## config.mk

```make
export PLATFORM = sky130hd
export DESIGN_NAME = branch_predictor
export DESIGN_NICKNAME = d
export VERILOG_FILES = /design/src/rtl/branch_predictor_pkg.sv /design/src/rtl/bp_sat_ctr.sv /design/src/rtl/branch_predictor.sv
export SDC_FILE = /design/constraint.sdc
export NUM_CORES = 1
export LEC_CHECK = 0
export BUFFER_PORTS_ARGS = -buffer_cell sky130_fd_sc_hd__buf_2
export CORE_MARGIN = 3
export CORE_UTILIZATION = 62
export DETAILED_ROUTE_END_ITERATION = 8
export PLACE_DENSITY_LB_ADDON = 0.3
export SYNTH_ARGS = -nofsm -noshare
export SYNTH_HDL_FRONTEND = slang
export SYNTH_SLANG_ARGS = --single-unit
export TNS_END_PERCENT = 10
```

## constraint.sdc

```tcl
create_clock -name clk -period 9.5 [get_ports clk]
set_input_delay 0.475 -clock clk [delete_from_list [all_inputs] [get_ports clk]]
set_output_delay 0.475 -clock clk [all_outputs]
set_load 0.01 [all_outputs]
```

## src/rtl/branch_predictor_pkg.sv

```systemverilog
// rtl/branch_predictor_pkg.sv - shared encodings and default parameters for branch_predictor
package branch_predictor_pkg;

    // Default table geometry and counter behaviour
    localparam int BP_INDEX_BITS = 6;
    localparam int BP_CTR_BITS   = 2;
    localparam int BP_CTR_INIT   = 1;
    localparam int BP_HIST_BITS  = 6;

    // Target-generator select; TGT_GEN_NONE is the unmapped encoding
    typedef enum logic [1:0] {
        TGT_GEN_NONE = 2'b00,
        TGT_GEN_JAL  = 2'b01,
        TGT_GEN_JALR = 2'b10,
        TGT_GEN_BR   = 2'b11
    } tgt_gen_e;

endpackage

```

## src/rtl/bp_sat_ctr.sv

```systemverilog
// rtl/bp_sat_ctr.sv - one saturating up/down direction counter of the predictor table
module bp_sat_ctr #(
    parameter int CTR_BITS = 2,
    parameter int CTR_INIT = 1
) (
    input  logic                clk_i,
    input  logic                rst_i,
    input  logic                en_i,
    input  logic                taken_i,
    output logic [CTR_BITS-1:0] ctr_o
);

    localparam logic [CTR_BITS-1:0] CTR_MAX = {CTR_BITS{1'b1}};
    localparam logic [CTR_BITS-1:0] CTR_RST = CTR_BITS'(CTR_INIT);

    logic [CTR_BITS-1:0] ctr_q;
    logic [CTR_BITS-1:0] ctr_d;

    // Step toward the resolved direction, holding at either end of the range
    always_comb begin
        ctr_d = ctr_q;
        if (en_i) begin
            if (taken_i) begin
                if (ctr_q != CTR_MAX) ctr_d = ctr_q + CTR_BITS'(1);
            end else begin
                if (ctr_q != '0) ctr_d = ctr_q - CTR_BITS'(1);
            end
        end
    end

    // Counter register; reset wins over a coincident update
    always_ff @(posedge clk_i or posedge rst_i) begin
        if (rst_i) ctr_q <= CTR_RST;
        else       ctr_q <= ctr_d;
    end

    assign ctr_o = ctr_q;

endmodule

```

## src/rtl/branch_predictor.sv

```systemverilog
// rtl/branch_predictor.sv - fetch target generator with counter-table direction predictor (optional BP_GSHARE_EN)
module branch_predictor
    import branch_predictor_pkg::*;
#(
    parameter int INDEX_BITS = BP_INDEX_BITS,
    parameter int CTR_BITS   = BP_CTR_BITS,
    parameter int CTR_INIT   = BP_CTR_INIT,
    parameter int HIST_BITS  = BP_HIST_BITS
) (
    input  logic                 clk,
    input  logic                 rst,
    input  logic                 pred_en,
    input  logic [1:0]           pred_sel,
    input  logic [31:0]          pred_pc,
    input  logic [31:0]          pred_rd1,
    input  logic [31:0]          pred_imm,
    output logic [31:0]          pred_target,
    output logic                 pred_taken,
    input  logic                 upd_valid,
    input  logic [31:0]          upd_pc,
    input  logic                 upd_taken,
    input  logic [HIST_BITS-1:0] upd_hist,
    output logic [HIST_BITS-1:0] pred_hist
);

    localparam int DEPTH = 1 << INDEX_BITS;

    logic [CTR_BITS-1:0]   ctr_vals [DEPTH];
    logic [DEPTH-1:0]      upd_we;
    logic [INDEX_BITS-1:0] lookup_idx;
    logic [INDEX_BITS-1:0] update_idx;
    logic [CTR_BITS-1:0]   lookup_ctr;
    logic [31:0]           pc_rel_sum;
    logic [31:0]           reg_rel_sum;

`ifdef BP_GSHARE_EN
    logic [HIST_BITS-1:0] ghr_q;
    logic [HIST_BITS-1:0] ghr_d;

    if (HIST_BITS == 1) begin : g_ghr_one
        assign ghr_d = upd_taken;
    end else begin : g_ghr_many
        assign ghr_d = {ghr_q[HIST_BITS-2:0], upd_taken};
    end

    // Global history shifts in resolved outcomes only (non-speculative)
    always_ff @(posedge clk or posedge rst) begin
        if (rst)            ghr_q <= '0;
        else if (upd_valid) ghr_q <= ghr_d;
    end

    assign lookup_idx = pred_pc[INDEX_BITS+1:2] ^ INDEX_BITS'(ghr_q);
    assign update_idx = upd_pc[INDEX_BITS+1:2] ^ INDEX_BITS'(upd_hist);
    assign pred_hist  = ghr_q;

    logic unused_upd_bits;
    assign unused_upd_bits = ^{upd_pc[31:INDEX_BITS+2], upd_pc[1:0]};
`else
    assign lookup_idx = pred_pc[INDEX_BITS+1:2];
    assign update_idx = upd_pc[INDEX_BITS+1:2];
    assign pred_hist  = '0;

    logic unused_upd_bits;
    assign unused_upd_bits = ^{upd_pc[31:INDEX_BITS+2], upd_pc[1:0], upd_hist};
`endif

    // One-hot write enable for the counter selected by the resolved branch
    always_comb begin
        upd_we = '0;
        if (upd_valid) upd_we[update_idx] = 1'b1;
    end

    for (genvar i = 0; i < DEPTH; i++) begin : g_table
        bp_sat_ctr #(
            .CTR_BITS (CTR_BITS),
            .CTR_INIT (CTR_INIT)
        ) u_ctr (
            .clk_i   (clk),
            .rst_i   (rst),
            .en_i    (upd_we[i]),
            .taken_i (upd_taken),
            .ctr_o   (ctr_vals[i])
        );
    end

    // Both adders wrap modulo 2^32
    assign pc_rel_sum  = pred_pc + pred_imm;
    assign reg_rel_sum = pred_rd1 + pred_imm;
    assign lookup_ctr  = ctr_vals[lookup_idx];

    // Zero-latency lookup from registered table state; no bypass of same-cycle updates
    always_comb begin
        pred_target = '0;
        pred_taken  = 1'b0;
        if (pred_en) begin
            case (tgt_gen_e'(pred_sel))
                TGT_GEN_JAL: begin
                    pred_target = pc_rel_sum;
                    pred_taken  = 1'b1;
                end
                TGT_GEN_JALR: begin
                    pred_target = reg_rel_sum & ~32'h1;
                    pred_taken  = 1'b1;
                end
                TGT_GEN_BR: begin
                    if (lookup_ctr[CTR_BITS-1]) begin
                        pred_target = pc_rel_sum;
                        pred_taken  = 1'b1;
                    end
                end
                default: ;
            endcase
        end
    end

endmodule

```

-- Word level (Yosys, flattened, before mapping)
Cells that the tools add are included.
- eq/ne operators: 131
- reductions and logical operators: 194
- muxes and demuxes: 204
- add/sub/neg operators: 130
- bitwise logic cells: 1
- order comparisons: 3
- operators with widths (cell ; count):
    2-bit two-way mux ; 194
    2-bit nonzero test ; 128
    3-bit AND reduction ; 64
    2-bit by 1-bit adder with 2-bit output, second input constant ; 64
    2-bit by 1-bit inequality test with 1-bit output, second input constant ; 64
    2-bit inequality test, second input constant ; 64
    2-bit by 1-bit subtractor with 2-bit output, second input constant ; 64
    32-bit case mux with 3 select lines ; 1
    32-bit adder ; 2
    32-bit two-way mux ; 2
    64-bit two-way mux ; 1
    2-bit binary-select mux with 6-bit select ; 1
    7-bit greater-or-equal comparator, second input constant ; 1
    6-bit by 7-bit less-than comparator with 1-bit output, second input constant ; 1
    6-bit NOT with 7-bit output ; 1
    1-bit demux with 6-bit select ; 1
    6-bit by 1-bit greater-or-equal comparator with 1-bit output, second input constant ; 1
    2-bit equality test, second input constant ; 2
    1-bit two-way mux ; 3
    2-bit by 1-bit equality test with 1-bit output, second input constant ; 1
    1-bit case mux with 2 select lines ; 1
    2-bit OR reduction ; 1
    1-bit logical AND ; 1
- output and inout port bits: 39
- flip-flop bits (word level): 128

-- Depth between registers and ports, before layout
Gate-level depths: netlist of run 1.
- depth after elaboration: 7
- gate-level depth with buffers: 11

-- By module
A second synthesis of run 1 with hierarchy kept.
- cell total of the unflattened synthesis: 1433
- area, all modules: 12087.8 um2
- by module, submodules not included (module ; cells each ; times used ; area an instance (um2)):
    bp_sat_ctr ; 12 ; 64 ; 117.6
    branch_predictor ; 665 ; 1 ; 4560.6

-- Worst setup path after synthesis of run 1
Ideal clock, no wire load.
- kind: input to output
- start: input pred_pc[0]
- end: output pred_target[24]
- cell stages on the path: 11
- data arrival time: 2.659 ns
- setup slack: 6.366 ns
- cell sequence: ha_1 fa_1 a211oi_1 o21ai_0 nand3_1 a21oi_2 a311oi_2 nor2_1 a2111oi_2 xor2_1 o32ai_1
- cells in the longest elaborated chain, start to end: 4
- ends and longest elaborated chain (item ; RTL line ; RTL):
    start, declared ; branch_predictor.sv:14 ; input logic [31:0] pred_pc,
    32-bit adder * ; branch_predictor.sv:87 ; assign pc_rel_sum = pred_pc + pred_imm;
    32-bit two-way mux ; branch_predictor.sv:106 ; if (lookup_ctr[CTR_BITS-1]) begin
    32-bit case mux with 3 select lines * ; branch_predictor.sv:96 ; case (tgt_gen_e'(pred_sel))
    32-bit two-way mux * ; branch_predictor.sv:95 ; if (pred_en) begin
    end, declared ; branch_predictor.sv:17 ; output logic [31:0] pred_target,
Every way passes the cells marked *; elsewhere a longest branch is shown, timed or not.

-- Worst setup path in the final report of run 1
- start: input pred_imm[0]
- end: output pred_target[24]
- cells in the longest elaborated chain, start to end: 4
- elaborated cells on any way between the ends: 5
- those cells by class: 2 x add/sub; 3 x mux
- ends and longest elaborated chain (item ; RTL line ; RTL):
    start, declared ; branch_predictor.sv:16 ; input logic [31:0] pred_imm,
    32-bit adder ; branch_predictor.sv:87 ;
    32-bit two-way mux ; branch_predictor.sv:106 ;
    32-bit case mux with 3 select lines * ; branch_predictor.sv:96 ;
    32-bit two-way mux * ; branch_predictor.sv:95 ;
Marked as above.

==> summary.md, run 1 <==
| Metric | Value |
|---|---|
| Layout Skew | `between 0.007 and 0.008 ns` |
| GRT overflow | `0` |
| Die W | `about 140 um` |
| Sequential Power Share | `34.9%` |
| Area of the core | `roughly 17000 um2` |
| Pwr dens | `between 150 and 200 nW/um2` |
| Placed cell areas | `around 11000 um2` |
| Clock power share | `42.7%` |
| Hold Crit Class | `in -> async` |
| Final std cells w/o fill | `1698` |
| Setup violators final | `0` |
| Clk pin slew, worst setup/hold paths | `approximately 0.060 ns` |
| Area of the mapped netlist | `~11000 um2` |
| Post-route cell area | `12000 um2` |
| Peak supply drop | `~0.14 mV` |
| Nets | `1673` |
| RSZ-0062 raised after global routing | `no` |
| Routed wire length | `between 20000 and 30000 um` |
| Crit end category | `primary output` |
| Clk Latency, worst-skew pair | `between 0.4 and 0.5 ns` |
| CTS Sinks | `128` |
| Met2 Wirelength | `~14000 um` |
| Hpwl dp | `20600 um` |
| Fmax | `~250 MHz` |
| Most common cell after layout, fill and taps aside | `nor2_1` |
| Static Leak | `~5 nW` |
| Number of flip-flops in the largest register | `between 100 and 150` |
| WS Path Type | `in -> out` |
| Final Max Tran Viols | `0` |
| Setup TNS Final | `0 ns` |
| Least-Margin Pin Slew | `~0.92 ns` |
| Min Tclk post-route | `3.93 ns` |
| Comb pwr share | `between 20 and 25%` |
| Commonest non-fill, non-tap cells in the layout | `nor2_1, nand2_1, a21oi_1` |
| Ports | `180` |
| Sw Share | `29.8%` |
| CTS tree | `yes` |
| Synth cell types | `79` |
| WL/cell | `17.7 um` |
| Vias in the first global route | `about 9800` |
| Row cnt | `47` |
| Layout cell share with drive strength beyond 1 | `between 20% and 30%` |
| Final worst-path cycle share | `between 40% and 50%` |
| TritonRoute pass-1 iters | `5` |
| Starting Density | `approximately 63%` |
| Synth Register Bits | `128` |
| Gr usage total | `31.5%` |
| First-pass GRT wire length | `around 47000 um` |
| Post-DRT Antenna Nets | `0` |
| Crit Path Max Fanout | `3` |
| Total CTS buffers | `17` |
| CP peak stage delay | `about 0.45 ns` |
| PnR Total Power | `1.86 mW` |
| Critical-path top delay cell | `fa_1` |
| Root Buffer | `clkbuf_16` |
| Gpl congestion | `around 0.97` |
| Ys async rst share | `100%` |
| Crit path launch type | `input port` |
| Pin count of the biggest net entering global routing | `slightly above 90` |
| Switch Pwr | `about 0.55 mW` |
| Cell count after synthesis | `roughly 1400` |
| Slew headroom | `around 39%` |
| Initial antenna violation count | `0` |
| Count of hold buffers inserted by post-cts repair | `0` |
| Vias | `about 11000` |
| Met3 WL | `roughly 2300 um` |
| Worst Setup SP | `pred_imm[0]` |
| Worst path most repeated cell | `buf_2` |
| Post-synth EDFFs | `0` |
| H-tree depth | `4` |
| Max_cap viols | `0` |
| Outcome | `finished clean` |
| Top Layer Used | `met4` |
| Worst EP required | `~9 ns` |
| DR iter-0 viols | `between 1000 and 1500` |
| Critical Path, Cell by Cell | `buf_2, ha_1, fa_1, a211oi_1, o21ai_0, nand3_1, a21oi_2, a311oi_2, nor2_1, a2111oi_2, xor2_1, o32ai_1, buf_2` |
| DIE AREA | `about 19000 um2` |
| Dpl cells | `between 1500 and 2000` |
| Synthesized area per cell | `a little under 8 um2` |
| CP arrival | `approximately 3.5 ns` |
| Met1 wire length | `approximately 13000 um` |
| # DRC | `0` |
| Vias per Instance | `6.32` |
| Setup bufs post-CTS | `0` |
| Post-cts resize count | `0` |
| Clk buf depth | `2` |
| Pint | `between 1 and 1.5 mW` |
| Top_reg_cell synth | `dfstp_2` |
| Layout area overhead | `14.1%` |
| Final hold vios | `0` |
| Worst R2R Start | `g_table[34].u_ctr.ctr_o[0]$_DFFE_PP1P_` |
| Die H | `136 um` |
| I/O Buffers | `about 140` |
| Ant diodes | `0` |
| Seq/Total Area, Yosys | `between 30 and 40%` |
| Ys Warns | `0` |
-- kinds of logic (layout without fill, tap and decap cells) --
group                      after synthesis  in the layout  share of synthesized area, %
AOI/OAI and AO/OA                      475            475                          28.0
xor gates and xnor gates                44             44                          3.65
adders and majority gates               67             67                          8.08
buffers and inverters                   82            202                          3.29
DFF                                    128            128                          31.1
muxes                                   24             24                          4.20
other                                    1              6                        0.0355
and+or+nand+nor                        532            532                          21.7
-- power by group through the flow --
stage / Clock (mW) / Combinational (mW) / Sequential [mW]
global placement: 0 / 0.398 / 0.651
CTS: 0.793 / 0.412 / 0.647
detailed placement: 0 / 0.409 / 0.654
floorplan: 0 / 0.303 / 0.644
global route: 0.818 / 0.462 / 0.655
finish: 0.793 / 0.418 / 0.648
-- per-layer routing --
metal | up-vias | track usage, %
li1 | 5122 | -
met1 | 5022 | 43.1
met2 | 495 | 49.9
met3 | 85 | 6.14
met4 | 0 | 11.6
met5 | - | 0
-- cell usage after synthesis, drive strengths merged, types with 15 or more instances --
| master | number | area [um2] |
|---|---|---|
| a211oi | 19 | 153 |
| a21o | 24 | 180 |
| a21oi | 161 | 825 |
| a31oi | 15 | 93.8 |
| buf | 16 | 98.8 |
| clkbuf | 41 | 155 |
| dfrtp | 64 | 1600 |
| dfstp | 64 | 1680 |
| ha | 65 | 813 |
| inv | 25 | 93.8 |
| mux4 | 16 | 360 |
| nand2 | 174 | 653 |
| nand3 | 28 | 140 |
| nor2 | 222 | 833 |
| nor3 | 32 | 160 |
| o21ai | 138 | 698 |
| o31ai | 34 | 260 |
| or2 | 20 | 128 |
| xnor2 | 28 | 245 |
| xor2 | 16 | 140 |
-- stage by stage --
step | utilization (%) | worst slack (ns) | hold WS [ns]
3_3_place_gp | 68.1 | 5.69 | 0.469
2_1_floorplan | - | 5.72 | 0.463
5_1_grt | 72.4 | 5.44 | 0.244
6_report | 72.4 | 5.57 | 0.176
3_5_place_dp | 68.1 | 5.67 | 0.477
4_1_cts | 72.4 | 5.65 | 0.199
-- cell type report --
class	count	area, um2
flip-flops and latches	128	3280
clock inverters	15	279
clock buffers	17	425
well taps	220	275
fillers	1250	4600
repair buffers	145	738
multi-input cells	1148	6940
inverters	25	96.3
-- path summary, 6_finish.rpt --
kind / end / slack, ns / depth (start not counted)
max in group asynchronous: g_table[33].u_ctr.ctr_o[1]$_DFFE_PP0P_ / 7.94 / 3
setup / recovery: pred_target[24] / 5.57 / 13
setup reg to reg: g_table[34].u_ctr.ctr_o[0]$_DFFE_PP1P_ / 8.42 / 2
hold reg to reg: g_table[56].u_ctr.ctr_o[0]$_DFFE_PP1P_ / 0.48 / 2
min in group clk: g_table[5].u_ctr.ctr_o[0]$_DFFE_PP1P_ / 0.45 / 3
hold / removal: g_table[5].u_ctr.ctr_o[1]$_DFFE_PP0P_ / 0.18 / 2
-- worst max-delay path, delay by kind of cell --
family                     cells  cell delay, ns
AOI/OAI and AO/OA              6            1.56
xor gates and xnor gates       1            0.11
adders and majority gates      2            0.68
buffers and inverters          2            0.31
and+or+nand+nor                2            0.29
(Power assumes the default switching activity.)
==> run 2: changes to the inputs <==
--- a/config.mk
+++ b/config.mk
@@ -5,9 +5,10 @@
 export SDC_FILE = /design/constraint.sdc
 export NUM_CORES = 1
 export LEC_CHECK = 0
+export ABC_AREA = 1
 export BUFFER_PORTS_ARGS = -buffer_cell sky130_fd_sc_hd__buf_2
 export CORE_MARGIN = 3
-export CORE_UTILIZATION = 62
+export CORE_UTILIZATION = 59
 export DETAILED_ROUTE_END_ITERATION = 8
 export PLACE_DENSITY_LB_ADDON = 0.3
 export SYNTH_ARGS = -nofsm -noshare
==> constraint.sdc (replaced) <==
create_clock -name clk -period 3.95 [get_ports clk]
set_input_delay 0.1975 -clock clk [delete_from_list [all_inputs] [get_ports clk]]
set_output_delay 0.1975 -clock clk [all_outputs]
set_load 0.01 [all_outputs]
==> summary.md, run 2 <==
| Metric | Value |
|---|---|
| Outcome | `finished clean` |
| # fillers | `1892` |
| Least-Margin Pin Slew | `~1.1 ns` |
| Row cnt | `52` |
| Cell family with most CP delay | `simple AND/OR/NAND/NOR gates` |
| Final Max Tran Viols | `0` |
| DR iter-0 viols | `between 1000 and 1500` |
| WL/cell | `~16 um` |
| Post-layout util | `about two thirds` |
| Pwr dens | `roughly 350 nW/um2` |
| Synth top cells by count | `nand2_1, inv_1, o21ai_0` |
| Fmax | `around 340 MHz` |
| Root Buffer | `clkbuf_16` |
| Nets | `roughly 2300` |
| Die H | `between 150 and 200 um` |
| Crit Path Max Fanout | `32` |
| # DRC | `0` |
| Setup TNS Final | `0 ns` |
| Ys async rst share | `100%` |
| Initial antenna violation count | `1` |
| H-tree depth | `4` |
| Main area contributors after synthesis | `nand2_1, dfstp_2, dfrtp_1` |
| Vias | `14000` |
| Post-synth EDFFs | `0` |
| Crit path launch type | `input port` |
| Min Tclk post-route | `roughly 3 ns` |
| Layout area overhead | `11.3%` |
| Pin count of the biggest net entering global routing | `~120` |
| Static Leak | `slightly above 7 nW` |
| Max_cap viols | `0` |
| Ports | `180` |
| Post-DRT Antenna Nets | `0` |
| Slew headroom | `between 20% and 30%` |
| Final hold vios | `0` |
| Place WS | `around 1.2 ns` |
| RSZ-0062 raised after global routing | `no` |
| Commonest non-fill, non-tap cells in the layout | `nand2_1, inv_1, o21ai_0` |
| Hold Crit Class | `in -> async` |
| TritonRoute pass-1 iters | `9` |
| I/O Buffers | `~140` |
| Multi-input gate area | `~7800 um2` |
| Worst EP required | `between 3 and 4 ns` |
| Post-cts resize count | `0` |
| Crit path buf inv count | `4` |
| FF/Latch Area | `roughly 3300 um2` |
| Vias per Instance | `5.79` |
| Top_reg_cell synth | `dfstp_2` |
| CTS tree | `yes` |
| DIE AREA | `22800 um2` |
| Starting Density | `60.7%` |
| Ys Warns | `0` |
| Clk Latency, worst-skew pair | `roughly 0.43 ns` |
| Die W | `151 um` |
| Setup violators final | `0` |
| GRT overflow | `0` |
| WS Path Type | `in -> out` |
| Fin Hold WS | `between 0.015 and 0.02 ns` |
| Peak supply drop | `0.336 mV` |
| R2R Setup Slk | `~2.8 ns` |
| Gpl congestion | `1.03` |
| Area of the core | `a little over 20000 um2` |
| CP arrival | `2.72 ns` |
| Routed wire length | `between 30000 and 40000 um` |
| Clk buf depth | `2` |
| Hpwl dp | `~30000 um` |
| Synthesized area per cell | `a little over 6 um2` |
| PnR Total Power | `~4.8 mW` |
| Crit end category | `primary output` |
| First-pass GRT wire length | `about 63000 um` |
| Total CTS buffers | `17` |
| CTS Sinks | `128` |
| Cell count after synthesis | `roughly 2000` |
| Worst path most repeated cell | `nand3_1` |
| Layout cell share with drive strength beyond 1 | `approximately 14%` |
| Number of flip-flops in the largest register | `128` |
| Count of hold buffers inserted by post-cts repair | `0` |
| Critical-path top delay cell | `buf_2` |
| Layout Skew | `approximately 0.0055 ns` |
| Share of the synthesized area in the top cell type | `~20%` |
| Setup bufs post-CTS | `0` |
| Final Worst Setup Slack | `1.03 ns` |
| Area of the mapped netlist | `12400 um2` |
| Critical Path, Cell by Cell | `buf_2, inv_2, nand3_1, nand3_1, nand2_1, nand2_1, nand3_1, nand3b_2, nand2_4, nand3_1, nand3_1, nand2_1, inv_1, buf_2` |
| Final worst-path cycle share | `between 70% and 80%` |
| CP peak stage delay | `around 0.4 ns` |
| Clk pin slew, worst setup/hold paths | `roughly 0.060 ns` |
| Seq/Total Area, Yosys | `a little over a quarter` |
| Cell taking the most area after synthesis | `nand2_1` |
| Most common cell after layout, fill and taps aside | `nand2_1` |
| Synth Register Bits | `128` |
| Vias in the first global route | `between 10000 and 15000` |
| Count leader, synth | `nand2_1` |
| Synth cell types | `46` |
| Gr usage total | `roughly a third` |
-- run 2: cell count changes after synthesis, sizes merged, moves of 22 or more --
cell	before	now
a21o	24	2
nand3	28	184
o31ai	34	11
inv	25	272
a21oi	161	118
nand2	174	658
o21ai	138	237
nor2	222	187
-- run 2: final cells by class --
cell class / count / area share [%]
Timing Repair Buffer: 148 / 5.51
Sequential cell: 128 / 23.8
Antenna cell: 3 / 0.0544
Tap cell: 270 / 2.45
Clock inverter: 14 / 1.39
Multi-Input combinational cell: 1572 / 56.2
Clock buffer: 18 / 3.11
Inverter: 272 / 7.47
-- run 2: worst register-to-register path, stage by stage, from the launching register on --
cell,delay [ns]
dfstp_2,0.53
inv_1,0.05
maj3_1,0.31
o21ai_0,0.16
inv_1,0.05
-- run 2: path summary, 6_finish.rpt --
| check | from | cells past startpoint | to |
|---|---|---|---|
| setup / recovery | pred_pc[3] | 14 | pred_target[1] |
| hold / removal | rst | 2 | g_table[12].u_ctr.ctr_o[1]$_DFFE_PP0P_ |
| setup reg to reg | g_table[15].u_ctr.ctr_o[0]$_DFFE_PP1P_ | 4 | g_table[15].u_ctr.ctr_o[0]$_DFFE_PP1P_ |
| hold reg to reg | g_table[54].u_ctr.ctr_o[0]$_DFFE_PP1P_ | 2 | g_table[54].u_ctr.ctr_o[0]$_DFFE_PP1P_ |
| max in group asynchronous | rst | 3 | g_table[34].u_ctr.ctr_o[0]$_DFFE_PP1P_ |
| min in group clk | upd_valid | 3 | g_table[30].u_ctr.ctr_o[0]$_DFFE_PP1P_ |
-- run 2: power breakdown --
| part | switching, mW | internal, mW |
|---|---|---|
| sequential | 0.141 | 1.55 |
| clock | 0.627 | 1.05 |
| combinational | 0.938 | 0.471 |
-- run 2: stage by stage --
stage,instance area (um2),instances
after floorplan,12400,2026
after CTS,13800,2422
after detailed placement,13200,2390
after global routing,13800,2423
after global placement,13200,2390
final,13800,2425
-- run 2: routing by layer --
metal  vias to the layer above  track usage, %  routed length (um)
met3                       121            8.32                4950
met1                      6444            50.3               17100
met5                         -               0                   0
met4                         0            12.6                1310
met2                       698            49.9               16500
li1                       6777               -                   -
-- run 2: cells by family after synthesis --
family                   after synthesis  synth area share, %
other                                  1               0.0302
buffers and inverters                326                 11.2
XOR/XNOR                              21                 1.48
flip-flops                           128                 26.5
AO/OA/AOI/OAI                        403                 17.2
adder cells (fa/ha/maj)               68                 6.96
AND/OR/NAND/NOR                     1074                 36.7
